--- src/rtl/matrix_scan_driver_pkg.sv ---
// rtl/matrix_scan_driver_pkg.sv - shared geometry, scan states and row-slice helper for the LED matrix driver
package matrix_pkg;

    localparam int ROWS    = 8;
    localparam int COLS    = 8;
    localparam int FRAME_W = 64;

    typedef enum logic {
        BLANK = 1'b0,
        SHOW  = 1'b1
    } scan_state_e;

    // Row r of a frame word occupies bits [8r+7:8r]; column c is bit 8r+c.
    function automatic logic [COLS-1:0] row_slice(input logic [FRAME_W-1:0] frame,
                                                  input logic [2:0]         row);
        return frame[{row, 3'b000} +: COLS];
    endfunction

endpackage

--- src/rtl/matrix_scan_driver_if.sv ---
// rtl/matrix_scan_driver_if.sv - frame load and LED drive bundle (brightness present with MATRIX_BRIGHTNESS_EN)
interface matrix_scan_driver_if;
    import matrix_pkg::*;

    logic [FRAME_W-1:0] data;
    logic               load;
`ifdef MATRIX_BRIGHTNESS_EN
    logic [3:0]         brightness;
`endif
    logic [ROWS-1:0]    LEDrow;
    logic [COLS-1:0]    LEDcol;
    logic               frame_start;

`ifdef MATRIX_BRIGHTNESS_EN
    modport master (output data, load, brightness, input LEDrow, LEDcol, frame_start);
    modport slave  (input data, load, brightness, output LEDrow, LEDcol, frame_start);
`else
    modport master (output data, load, input LEDrow, LEDcol, frame_start);
    modport slave  (input data, load, output LEDrow, LEDcol, frame_start);
`endif

endinterface

--- src/rtl/matrix_scan_driver_row_dwell_timer.sv ---
// rtl/matrix_scan_driver_row_dwell_timer.sv - phase cycle counter with terminal-count done pulse
module row_dwell_timer #(
    parameter int W = 3
) (
    input  logic         clk,
    input  logic         rst,
    input  logic         en,
    input  logic [W-1:0] load_val,   // terminal count (phase length - 1)
    output logic [W-1:0] cnt,
    output logic         done
);

    logic [W-1:0] cnt_q;
    logic [W-1:0] cnt_d;

    assign cnt  = cnt_q;
    assign done = en && (cnt_q == load_val);

    // Count up while enabled; wrap to zero on the terminal cycle so the next phase starts at 0.
    always_comb begin
        cnt_d = cnt_q;
        if (en) begin
            cnt_d = done ? '0 : cnt_q + 1'b1;
        end
    end

    // Counter register.
    always_ff @(posedge clk) begin
        if (rst) begin
            cnt_q <= '0;
        end else begin
            cnt_q <= cnt_d;
        end
    end

endmodule

--- src/rtl/matrix_scan_driver.sv ---
// rtl/matrix_scan_driver.sv - double-buffered 8x8 row scan driver; MATRIX_BRIGHTNESS_EN adds per-frame dimming
module matrix_scan_driver
    import matrix_pkg::*;
#(
    parameter int ROW_DWELL    = 1350,
    parameter int BLANK_CYCLES = 16
) (
    input  logic                 clk,
    input  logic                 pReset,
    matrix_scan_driver_if.slave  bus
);

    localparam int CNT_MAX = (ROW_DWELL > BLANK_CYCLES) ? ROW_DWELL : BLANK_CYCLES;
    localparam int CNT_W   = $clog2(CNT_MAX);

    scan_state_e        state_q, state_d;
    logic [2:0]         row_q, row_d;
    logic [FRAME_W-1:0] active_q, active_d;
    logic [FRAME_W-1:0] pending_q, pending_d;
    logic               pending_valid_q, pending_valid_d;
    logic [ROWS-1:0]    led_row_q, led_row_d;
    logic [COLS-1:0]    led_col_q, led_col_d;
    logic               frame_start_q, frame_start_d;
`ifdef MATRIX_BRIGHTNESS_EN
    logic [3:0]         bright_q, bright_d;
    logic [31:0]        on_cycles;
`endif

    logic [CNT_W-1:0]   cnt;
    logic               done;
    logic [CNT_W-1:0]   phase_last;
    logic               boundary;

    assign phase_last = (state_q == BLANK) ? CNT_W'(BLANK_CYCLES - 1) : CNT_W'(ROW_DWELL - 1);

    // One counter serves both phases; its terminal value follows the current state.
    row_dwell_timer #(
        .W (CNT_W)
    ) u_timer (
        .clk      (clk),
        .rst      (pReset),
        .en       (1'b1),
        .load_val (phase_last),
        .cnt      (cnt),
        .done     (done)
    );

    // First BLANK cycle of row 0 is the only point where the displayed frame may change.
    assign boundary = (state_q == BLANK) && (row_q == 3'd0) && (cnt == '0);

    // Next-state, buffer management and registered-output values.
    always_comb begin
        state_d         = state_q;
        row_d           = row_q;
        active_d        = active_q;
        pending_d       = pending_q;
        pending_valid_d = pending_valid_q;
        led_row_d       = '0;
        led_col_d       = '0;
        frame_start_d   = boundary;
`ifdef MATRIX_BRIGHTNESS_EN
        bright_d        = bright_q;
        on_cycles       = ((32'(bright_q) + 32'd1) * 32'(ROW_DWELL)) >> 4;
`endif

        case (state_q)
            BLANK: begin
                if (done) begin
                    state_d = SHOW;
                end
            end
            SHOW: begin
                led_row_d = ROWS'(1) << row_q;
                led_col_d = row_slice(active_q, row_q);
`ifdef MATRIX_BRIGHTNESS_EN
                if (32'(cnt) >= on_cycles) begin
                    led_col_d = '0;
                end
`endif
                if (done) begin
                    state_d = BLANK;
                    row_d   = row_q + 3'd1;
                end
            end
            default: begin
                state_d = BLANK;
            end
        endcase

        // Swap consumes the pending contents held before this cycle.
        if (boundary) begin
            if (pending_valid_q) begin
                active_d        = pending_q;
                pending_valid_d = 1'b0;
            end
`ifdef MATRIX_BRIGHTNESS_EN
            bright_d = bus.brightness;
`endif
        end

        // A load in the swap cycle lands for the following frame.
        if (bus.load) begin
            pending_d       = bus.data;
            pending_valid_d = 1'b1;
        end
    end

    // State, buffers and output registers; reset blanks the display and restarts the scan.
    always_ff @(posedge clk) begin
        if (pReset) begin
            state_q         <= BLANK;
            row_q           <= 3'd0;
            active_q        <= '0;
            pending_q       <= '0;
            pending_valid_q <= 1'b0;
            led_row_q       <= '0;
            led_col_q       <= '0;
            frame_start_q   <= 1'b0;
`ifdef MATRIX_BRIGHTNESS_EN
            bright_q        <= 4'd0;
`endif
        end else begin
            state_q         <= state_d;
            row_q           <= row_d;
            active_q        <= active_d;
            pending_q       <= pending_d;
            pending_valid_q <= pending_valid_d;
            led_row_q       <= led_row_d;
            led_col_q       <= led_col_d;
            frame_start_q   <= frame_start_d;
`ifdef MATRIX_BRIGHTNESS_EN
            bright_q        <= bright_d;
`endif
        end
    end

    assign bus.LEDrow      = led_row_q;
    assign bus.LEDcol      = led_col_q;
    assign bus.frame_start = frame_start_q;

endmodule
--- src/flat_wrapper.sv ---
// flat-port wrapper written by rule: the top's interface ports become plain ports
module matrix_scan_driver_flat import matrix_pkg::*;
#(
    parameter int ROW_DWELL    = 1350,
    parameter int BLANK_CYCLES = 16
)
  (clk, pReset, bus_data, bus_load, bus_LEDrow, bus_LEDcol, bus_frame_start);
  matrix_scan_driver_if bus_i ();
  input  logic clk;
  input  logic pReset;
  input wire logic [$bits(bus_i.data)-1:0] bus_data;
  input wire logic [$bits(bus_i.load)-1:0] bus_load;
  output wire logic [$bits(bus_i.LEDrow)-1:0] bus_LEDrow;
  output wire logic [$bits(bus_i.LEDcol)-1:0] bus_LEDcol;
  output wire logic [$bits(bus_i.frame_start)-1:0] bus_frame_start;
  assign bus_i.data = bus_data;
  assign bus_i.load = bus_load;
  assign bus_LEDrow = bus_i.LEDrow;
  assign bus_LEDcol = bus_i.LEDcol;
  assign bus_frame_start = bus_i.frame_start;
  matrix_scan_driver #(.ROW_DWELL(ROW_DWELL), .BLANK_CYCLES(BLANK_CYCLES)) u_core (.clk(clk), .pReset(pReset), .bus(bus_i));
endmodule
--- config.mk ---
export PLATFORM = sky130hd
export DESIGN_NAME = matrix_scan_driver_flat
export DESIGN_NICKNAME = d
export VERILOG_FILES = /design/src/rtl/matrix_scan_driver_pkg.sv /design/src/rtl/matrix_scan_driver_if.sv /design/src/rtl/matrix_scan_driver_row_dwell_timer.sv /design/src/rtl/matrix_scan_driver.sv /design/src/flat_wrapper.sv
export SDC_FILE = /design/constraint.sdc
export NUM_CORES = 1
export LEC_CHECK = 0
export ABC_AREA = 0
export CORE_MARGIN = 3
export CORE_UTILIZATION = 49
export CTS_CLUSTER_DIAMETER = 200
export DETAILED_ROUTE_END_ITERATION = 8
export PLACE_DENSITY = 0.74
export SLEW_MARGIN = 20
export SYNTH_ARGS = -nofsm -noshare
export SYNTH_HDL_FRONTEND = slang
export SYNTH_SLANG_ARGS = --single-unit
--- constraint.sdc ---
create_clock -name clk -period 2.1 [get_ports clk]
set_input_delay 0.315 -clock clk [delete_from_list [all_inputs] [get_ports clk]]
set_output_delay 0.315 -clock clk [all_outputs]
set_load 0.02 [all_outputs]
After elaboration in Yosys (flattened, before gate mapping)
Index checks and enable logic that the tools add are counted.

word-level totals
  input bits = 67
  output and inout bits = 17
  register bits after elaboration = 161

operators by class
  eq/ne operators = 1
  add/sub/neg operators = 2
  bitwise gates (word level) = 1
  muxes and demuxes = 6
  reductions and logical operators = 9
  shift-type cells = 2

operators with widths
  kind                                                                number
  64-bit by 7-bit indexed part select with 8-bit output               1
  11-bit by 1-bit adder with 11-bit output (second input constant)    1
  11-bit == test                                                      1
  11-bit zero test                                                    1
  11-bit 2-to-1 mux                                                   1
  1-bit by 3-bit << shifter with 8-bit output (first input constant)  1
  1-bit 2-to-1 mux                                                    4
  2-bit AND reduction                                                 2
  2-bit OR reduction                                                  2
  3-bit by 1-bit adder with 3-bit output (second input constant)      1
  3-bit zero test                                                     1
  1-bit logical AND                                                   2
  1-bit one-hot mux with 2 select lines                               1
  2-bit nonzero test                                                  1
  1-bit NOT                                                           1

Depth between registers and ports, before layout
Gate-level depths: netlist of run 1.

  word-level depth = 5
  depth in mapped cells = 10

Cells and area by module
Synthesis of run 1 repeated with hierarchy kept, for this count alone.

unflattened totals
  cell total of the unflattened synthesis = 649
  area, all modules = 7016.7 um^2

modules (own cells, without submodules)
  module              seq. area each (um^2)  cells an instance  instances  area an instance (um^2)
  matrix_scan_driver  3002.9                 575                1          6322.3
  row_dwell_timer     220.2                  74                 1          694.4

Worst setup path before layout of run 1
Ideal clock, no wire load.

  path type = register -> register
  start = register u_core.row_q[1]
  end = register u_core.active_q[10]
  cell stages (with the launch flop) = 11
  arrival = 1990 ps
  path buffers = 4
  required time = 1972 ps
  setup time = 128 ps
  clock period less this slack = 2117 ps
  path slack = -17 ps
  cells stage by stage = dfxtp_1 clkbuf_1 buf_2 inv_1 ha_1 and3_2 and4_4 buf_12 buf_12 mux2i_1 nor2_1

on the way
  cells in the longest elaborated chain, start to end = 4

ends and longest elaborated chain
  element                          line                       RTL
  start, declared                  matrix_scan_driver.sv:17   logic [2:0] row_q, row_d;
  start signal, assigned           matrix_scan_driver.sv:124  row_q <= row_d;
  3-bit zero test                  matrix_scan_driver.sv:49   assign boundary = (state_q == BLANK) && (row_q == 3'd0) && (cnt == '0);
  1-bit logical AND (2 in series)  matrix_scan_driver.sv:49
  2-bit AND reduction (no line)    --
  end signal, assigned             matrix_scan_driver.sv:125  active_q <= active_d;
  end, declared                    matrix_scan_driver.sv:18   logic [FRAME_W-1:0] active_q, active_d;

Every way passes these cells.
A chain may end at the register's enable or synchronous reset.

Worst setup path after layout of run 1
  start = register u_core.u_timer.cnt_q[0], in the netlist u_core.u_timer.cnt[0]
  end = register u_core.active_q[30]

on the way
  cells in the longest elaborated chain, start to end = 3

ends and longest elaborated chain
  element                        line                                      RTL
  start, declared                matrix_scan_driver_row_dwell_timer.sv:13  logic [W-1:0] cnt_q;
  start signal, assigned         matrix_scan_driver_row_dwell_timer.sv:32  cnt_q <= cnt_d;
  11-bit zero test               matrix_scan_driver.sv:49
  1-bit logical AND              matrix_scan_driver.sv:49
  2-bit AND reduction (no line)  --

Every way passes these cells.

==> results of run 1 <==
[cells in the final DEF (no fill, tap or decap), types with 2 or more instances in the layout]
master                            synthesis  final
sky130_fd_sc_hd__a22o_1                   8      8
sky130_fd_sc_hd__and2_1                   9      9
sky130_fd_sc_hd__buf_12                   7      6
sky130_fd_sc_hd__buf_4                    2      6
sky130_fd_sc_hd__bufinv_16                0      4
sky130_fd_sc_hd__clkbuf_1                19      2
sky130_fd_sc_hd__clkbuf_16                0     17
sky130_fd_sc_hd__clkbuf_8                 0      3
sky130_fd_sc_hd__clkdlybuf4s50_1          0     81
sky130_fd_sc_hd__clkinv_2                 0      4
sky130_fd_sc_hd__dfxtp_1                161    161
sky130_fd_sc_hd__ha_1                     7      7
sky130_fd_sc_hd__inv_1                    8      8
sky130_fd_sc_hd__mux2i_1                129    129
sky130_fd_sc_hd__mux4_2                  16     16
sky130_fd_sc_hd__nand2_1                  3      3
sky130_fd_sc_hd__nand3_1                  3      3
sky130_fd_sc_hd__nand4_1                  2      2
sky130_fd_sc_hd__nand4b_1                 2      2
sky130_fd_sc_hd__nor2_1                 146    146
sky130_fd_sc_hd__nor3_1                   4      4
sky130_fd_sc_hd__xnor2_1                  9      9
sky130_fd_sc_hd__xor2_1                   2      2
[worst max path at each step]
stage / endpoint / slack, ns
after floorplan: u_core.active_q[10] / 0.01
after global placement: u_core.active_q[46] / 0.32
after detailed placement: u_core.active_q[30] / 0.25
after CTS: u_core.active_q[30] / 0.21
after global routing: u_core.active_q[42] / 0.13
final: u_core.active_q[30] / 0.22
[power by group through the flow]
stage	clock network [mW]	registers, mW	logic, mW
6_report	3.22	3.24	0.527
2_1_floorplan	0	3.28	0.362
4_1_cts	3.29	3.24	0.534
5_1_grt	3.41	3.25	0.576
3_3_place_gp	0	3.30	0.512
3_5_place_dp	0	3.31	0.529
[cell type report]
type / count / area, µm² / area share (%)
multi-input cells: 353 / 2700 / 34.8
clock inverters: 10 / 156 / 2.01
inverters: 8 / 30.0 / 0.386
repair buffers: 93 / 976 / 12.6
well taps: 168 / 210 / 2.70
flip-flops and latches: 161 / 3220 / 41.5
clock buffers: 22 / 474 / 6.10
[routing by layer]
layer / up-vias / wire (µm) / global-route usage (%)
met5: - / 0 / 0
met4: 0 / 130 / 6.08
met3: 14 / 549 / 5.17
met2: 80 / 6250 / 31.6
met1: 1978 / 5620 / 23.5
li1: 2061 / - / -
[registers in the layout, summed over array words and instances, names as in the netlist]
name                    cells
u_core.row_q                3
u_core.u_timer.cnt         11
u_core.state_q              1
u_core.pending_q           64
u_core.pending_valid_q      1
u_core.bus.frame_start      1
u_core.bus.LEDrow           8
u_core.active_q            64
u_core.bus.LEDcol           8
[kinds of logic (layout without fill, tap and decap cells)]
kind of cell             Yosys count  count (layout)  synth area share, %
AND/OR/NAND/NOR                  179             179                 12.5
flip-flops                       161             161                 51.8
AO/OA/AOI/OAI                     11              11                 1.43
adder cells (fa/ha/maj)            7               7                 1.41
multiplexers                     145             145                 26.5
XOR/XNOR                          11              11                 1.55
buffers and inverters             45             133                 4.84
[per-stage QoR]
step	setup WS (ns)	total power, mW	hold slack, ns	instance area, µm²	util [%]
after floorplan	0.0106	3.64	0.437	6230	-
after global placement	0.316	3.81	0.462	7140	58.5
after detailed placement	0.247	3.83	0.473	7140	58.5
after CTS	0.206	7.06	0.275	7770	63.6
after global routing	0.129	7.23	0.298	7770	63.6
final	0.222	6.99	0.290	7770	63.6
==> flow_summary.json, run 1 <==
{
  "run_status": "complete, no violations",
  "drt.antenna.violating_nets": 0,
  "synth.largest_area_cell": "sky130_fd_sc_hd__dfxtp_1",
  "path_buf_inv": 2,
  "critPathCaptureType": "flip-flop",
  "initial_core_util_pct": 51.0,
  "hold_depth": 2,
  "max_slew_margin_pct": 72.4,
  "synth_flop_cell": "sky130_fd_sc_hd__dfxtp_1",
  "worst_path_max_delay_cell": "sky130_fd_sc_hd__and4_4",
  "tightest_slew_ns": 0.414,
  "rsz0062_at_grt": "no",
  "number_of_endpoints_failing_setup_at_the_final_stage": 0,
  "grt_pass1_wl_mm": 20.9,
  "ctsResizeCount": 0,
  "synth_edf_count": 0,
  "initialDrtViolationCount": 255,
  "ys_seq_area_share_pct": 51.8,
  "finalCriticalPeriod_ns": 1.88,
  "postSynthNetCount": 633,
  "swShare_pct": 20.7,
  "layout_worst_path_cycle_share_pct": 89.4,
  "ys.warnings.count": 0,
  "die_w_um": 119,
  "drc_violation_count_after_routing": 0,
  "max-cap-violations": 0,
  "syn-mean-instance-area_um2": 11.1,
  "clk_path_buf_depth": 2,
  "wl_per_cell_um": 15.4,
  "worst-endpoint-arrival_ns": 2.17,
  "floorplan.rows": 40,
  "timing.critical_path.max_delay_family": "simple AND/OR/NAND/NOR gates",
  "p_comb_share_pct": 7.5,
  "async_reset_ff_share_pct": 0,
  "setup_total_negative_slack_ns": 0,
  "fillerInstances": 1053,
  "grt_pass1_vias": 4156,
  "fp.coreArea_um2": 12200,
  "sequentialPowerShare_pct": 46.4,
  "cts-root-buf": "sky130_fd_sc_hd__clkbuf_16",
  "detail_route.wirelength_mm": 12.5,
  "post_cts.repair.setup_buffers": 0,
  "critical_path.reg2reg.startpoint": "u_core.u_timer.cnt[0]",
  "placed_cells_incl_taps": 783,
  "hold_start": "pReset",
  "synth_largest_type_area_fraction_pct": 51.8,
  "dp.final_hpwl_mm": 8.75,
  "netlist-cell-type-count": 32,
  "timing.reg2reg.setup_slack_ns": 0.22,
  "cts_tree": "yes",
  "instances_no_fill": 815,
  "ys_seq_elements": 161,
  "timing.critical_path.required_ns": 2.39,
  "placement.io_buffers": 83,
  "timing_hold_violations_final": 0,
  "routabilityCongestion": 0.789,
  "vias": 4133,
  "antenna_found_initial": 0,
  "timing.critical_path.slowest_cell_delay_ns": 0.41,
  "cts_buffers": 17,
  "critical_path.max_fanout": 15,
  "grt_max_degree": 77,
  "reg2reg_depth": 7,
  "antennaDiodeCount": 0,
  "postSynthCellCount": 559,
  "startpoint_type": "flip-flop",
  "layout-drive-gt1-share_pct": 9.74,
  "yosys.cell_count.top_type": "sky130_fd_sc_hd__dfxtp_1",
  "crit_path_cell_trace": "inv_1 -> ha_1 -> and3_2 -> and4_4 -> buf_12 -> mux2i_1 -> nor2_1",
  "max_freq_mhz": 533,
  "cts.reportedPaths.clkPinSlew_ns": 0.06,
  "rr_endpoint": "u_core.active_q[30]",
  "numClockSinks": 161,
  "clockPowerShare_pct": 46.1,
  "die_height_um": 119,
  "crit_path_start": "u_core.u_timer.cnt[0]",
  "min_delay_worst_endpoint": "u_core.pending_q[62]",
  "clock-skew-final_ns": 0.00349,
  "clock_insertion_delay_at_the_later_pin_of_the_skew_report_ns": 0.42,
  "syn_to_final_growth_pct": 24.8,
  "hold_path.class": "in -> reg",
  "yosys-top-cells-area": "sky130_fd_sc_hd__dfxtp_1 52%, sky130_fd_sc_hd__mux2i_1 21%, sky130_fd_sc_hd__nor2_1 8.8%, sky130_fd_sc_hd__mux4_2 5.8%, sky130_fd_sc_hd__buf_12 2.3%",
  "viasPerCell": 5.07,
  "cts_hold_buffers": 0,
  "grt-ovfl-total": 0,
  "gr-usage-all-layers_pct": 18.8,
  "slew_violations": 0,
  "switchingPower_mw": 1.45,
  "floorplan.io_pins": 84,
  "cts.htree.levels": 4,
  "peak_supply_drop_v": 0.000730,
  "crit_cells": 7,
  "synth_top_cells_by_count": "161 x sky130_fd_sc_hd__dfxtp_1, 146 x sky130_fd_sc_hd__nor2_1, 129 x sky130_fd_sc_hd__mux2i_1",
  "router_iterations_before_antenna_repair": 4,
  "netlist_area_um2": 6230,
  "cellInternalPower_mw": 5.54,
  "power.density_nw_per_um2": 899,
  "power.leakage_nw": 3.09,
  "worst-setup-path-type": "reg -> reg",
  "nNetsFinal": 708,
  "die_area_um2": 14100
}
(Power assumes the default switching activity.)
==> run 2: changes to the inputs <==
- ABC_CLOCK_PERIOD_IN_PS: unset -> 2100
- MAX_ROUTING_LAYER: unset -> met4
==> run 2 against run 1 <==
Net effect:
- combinational power decreased by 1%
- count of clock-buffer cells in the layout decreased by 2
- clock skew is 0.0017 ns higher
- critical path type unchanged
==> flow_summary.json, run 2 (synthesized netlist as in run 1, its figures left out) <==
{
  "antenna_found_initial": 0,
  "critical_path.max_fanout": 20,
  "nNetsFinal": 710,
  "syn_to_final_growth_pct": 23.2,
  "timing.critical_path.required_ns": 2.39,
  "layout_worst_path_cycle_share_pct": 89.5,
  "startpoint_type": "flip-flop",
  "hold_path.class": "in -> reg",
  "critPathCaptureType": "flip-flop",
  "reg2reg_depth": 7,
  "initial_core_util_pct": 51.0,
  "clock_insertion_delay_at_the_later_pin_of_the_skew_report_ns": 0.43,
  "layout-drive-gt1-share_pct": 9.88,
  "worst-setup-path-type": "reg -> reg",
  "max_slew_margin_pct": 65.6,
  "detail_route.wirelength_mm": 12.7,
  "vias": 4064,
  "slew_violations": 0,
  "timing_hold_violations_final": 0,
  "ctsResizeCount": 0,
  "cts.htree.levels": 4,
  "die_w_um": 119,
  "cts.reportedPaths.clkPinSlew_ns": 0.06,
  "gr-usage-all-layers_pct": 19.5,
  "detailroute.wirelength.met3_um": 507,
  "power.density_nw_per_um2": 858,
  "max_freq_mhz": 532,
  "max-cap-violations": 0,
  "met2_length_mm": 6.14,
  "floorplan.io_pins": 84,
  "cts_tree": "yes",
  "numClockSinks": 161,
  "viasPerCell": 4.98,
  "rr_endpoint": "u_core.active_q[7]",
  "wl_met1_mm": 5.90,
  "number_of_endpoints_failing_setup_at_the_final_stage": 0,
  "maxUsedRoutingLayer": "met4",
  "critical_path.reg2reg.startpoint": "u_core.u_timer.cnt[0]",
  "worst-endpoint-arrival_ns": 2.18,
  "hold_start": "pReset",
  "fp.coreArea_um2": 12200,
  "timing.reg2reg.setup_slack_ns": 0.22,
  "setup_total_negative_slack_ns": 0,
  "rsz0062_at_grt": "no",
  "clk_path_buf_depth": 2,
  "power.leakage_nw": 3.04,
  "cts_hold_buffers": 0,
  "placed_cells_incl_taps": 785,
  "finalCriticalPeriod_ns": 1.88,
  "grt_pass1_vias": 4125,
  "peak_supply_drop_v": 0.000727,
  "initialDrtViolationCount": 237,
  "router_iterations_before_antenna_repair": 5,
  "die_area_um2": 14100,
  "dp.final_hpwl_mm": 8.77,
  "multiInputGateArea_um2": 2700,
  "sequential_cell_area_um2": 3220,
  "post_cts.repair.setup_buffers": 0,
  "drc_violation_count_after_routing": 0,
  "placement.io_buffers": 83,
  "drt.antenna.violating_nets": 0,
  "tightest_slew_ns": 0.516,
  "grt_max_degree": 53,
  "run_status": "complete, no violations",
  "routabilityCongestion": 0.845,
  "cts-root-buf": "sky130_fd_sc_hd__clkbuf_16",
  "wl_per_cell_um": 15.6,
  "min_delay_worst_endpoint": "u_core.active_q[8]",
  "grt-ovfl-total": 0,
  "die_height_um": 119,
  "leading_cell_types_in_the_layout_fill_and_taps_excluded": "161 x sky130_fd_sc_hd__dfxtp_1, 146 x sky130_fd_sc_hd__nor2_1, 129 x sky130_fd_sc_hd__mux2i_1, 81 x sky130_fd_sc_hd__clkdlybuf4s50_1, 17 x sky130_fd_sc_hd__clkbuf_16",
  "mostFrequentLayoutCell": "sky130_fd_sc_hd__dfxtp_1",
  "instances_no_fill": 816,
  "design_power_total_mw": 6.58,
  "cts_buffers": 17,
  "grt_pass1_wl_mm": 20.9,
  "crit_path_start": "u_core.u_timer.cnt[0]",
  "floorplan.rows": 40,
  "fillerInstances": 992,
  "clock-skew-final_ns": 0.00522,
  "fin_util_pct": 62.8,
  "hold_depth": 2,
  "antennaDiodeCount": 0
}
run 2: worst max path at each step:
stage	endpoint	slack, ns	cells past startpoint
6_report	u_core.active_q[7]	0.22	7
5_1_grt	u_core.row_q[2]	0.07	7
4_1_cts	u_core.active_q[7]	0.21	7
3_5_place_dp	u_core.active_q[7]	0.22	7
3_3_place_gp	u_core.active_q[29]	0.30	7
2_1_floorplan	u_core.active_q[10]	0.01	10
run 2: power breakdown:
group	switching [mW]	leakage, nW	internal (mW)
Sequential	0.0723	1.31	3.17
Combinational	0.228	1.47	0.293
Clock	1.18	0.261	1.64
run 2: metrics by stage:
step	cell area [µm²]	setup slack (ns)	hold WS (ns)
2_1_floorplan	6230	0.0106	0.437
3_3_place_gp	7130	0.300	0.466
3_5_place_dp	7130	0.218	0.468
4_1_cts	7670	0.210	0.209
5_1_grt	7670	0.0727	0.229
6_report	7670	0.220	0.223
run 2: metal layers:
layer | global-route usage [%] | up-vias
met5 | - | -
met4 | 6.30 | 0
met3 | 5.17 | 13
met2 | 31.4 | 73
met1 | 24.0 | 1929
li1 | - | 2049
run 2: area by class of cell:
cell class                 count  share of cell area [%]
multi-input combinational    353                    35.2
timing repair buffer          95                    12.6
clock inverter                11                    1.19
inverter                       8                   0.392
clock buffer                  20                    5.82
sequential                   161                    42.0
tap                          168                    2.74
run 2: critical path, stage by stage, from the launching register on:
cell and delay [ns]:
sky130_fd_sc_hd__dfxtp_1 0.36, sky130_fd_sc_hd__inv_1 0.07, sky130_fd_sc_hd__ha_1 0.16, sky130_fd_sc_hd__and3_2 0.18, sky130_fd_sc_hd__and4_4 0.41, sky130_fd_sc_hd__buf_12 0.23
sky130_fd_sc_hd__mux2i_1 0.25, sky130_fd_sc_hd__nor2_1 0.07
==> run 3: changes to the inputs <==
- SLEW_MARGIN: 20 -> 10
==> results of run 3 <==
The final DEF is identical to that of run 2; final timing and power are the same.
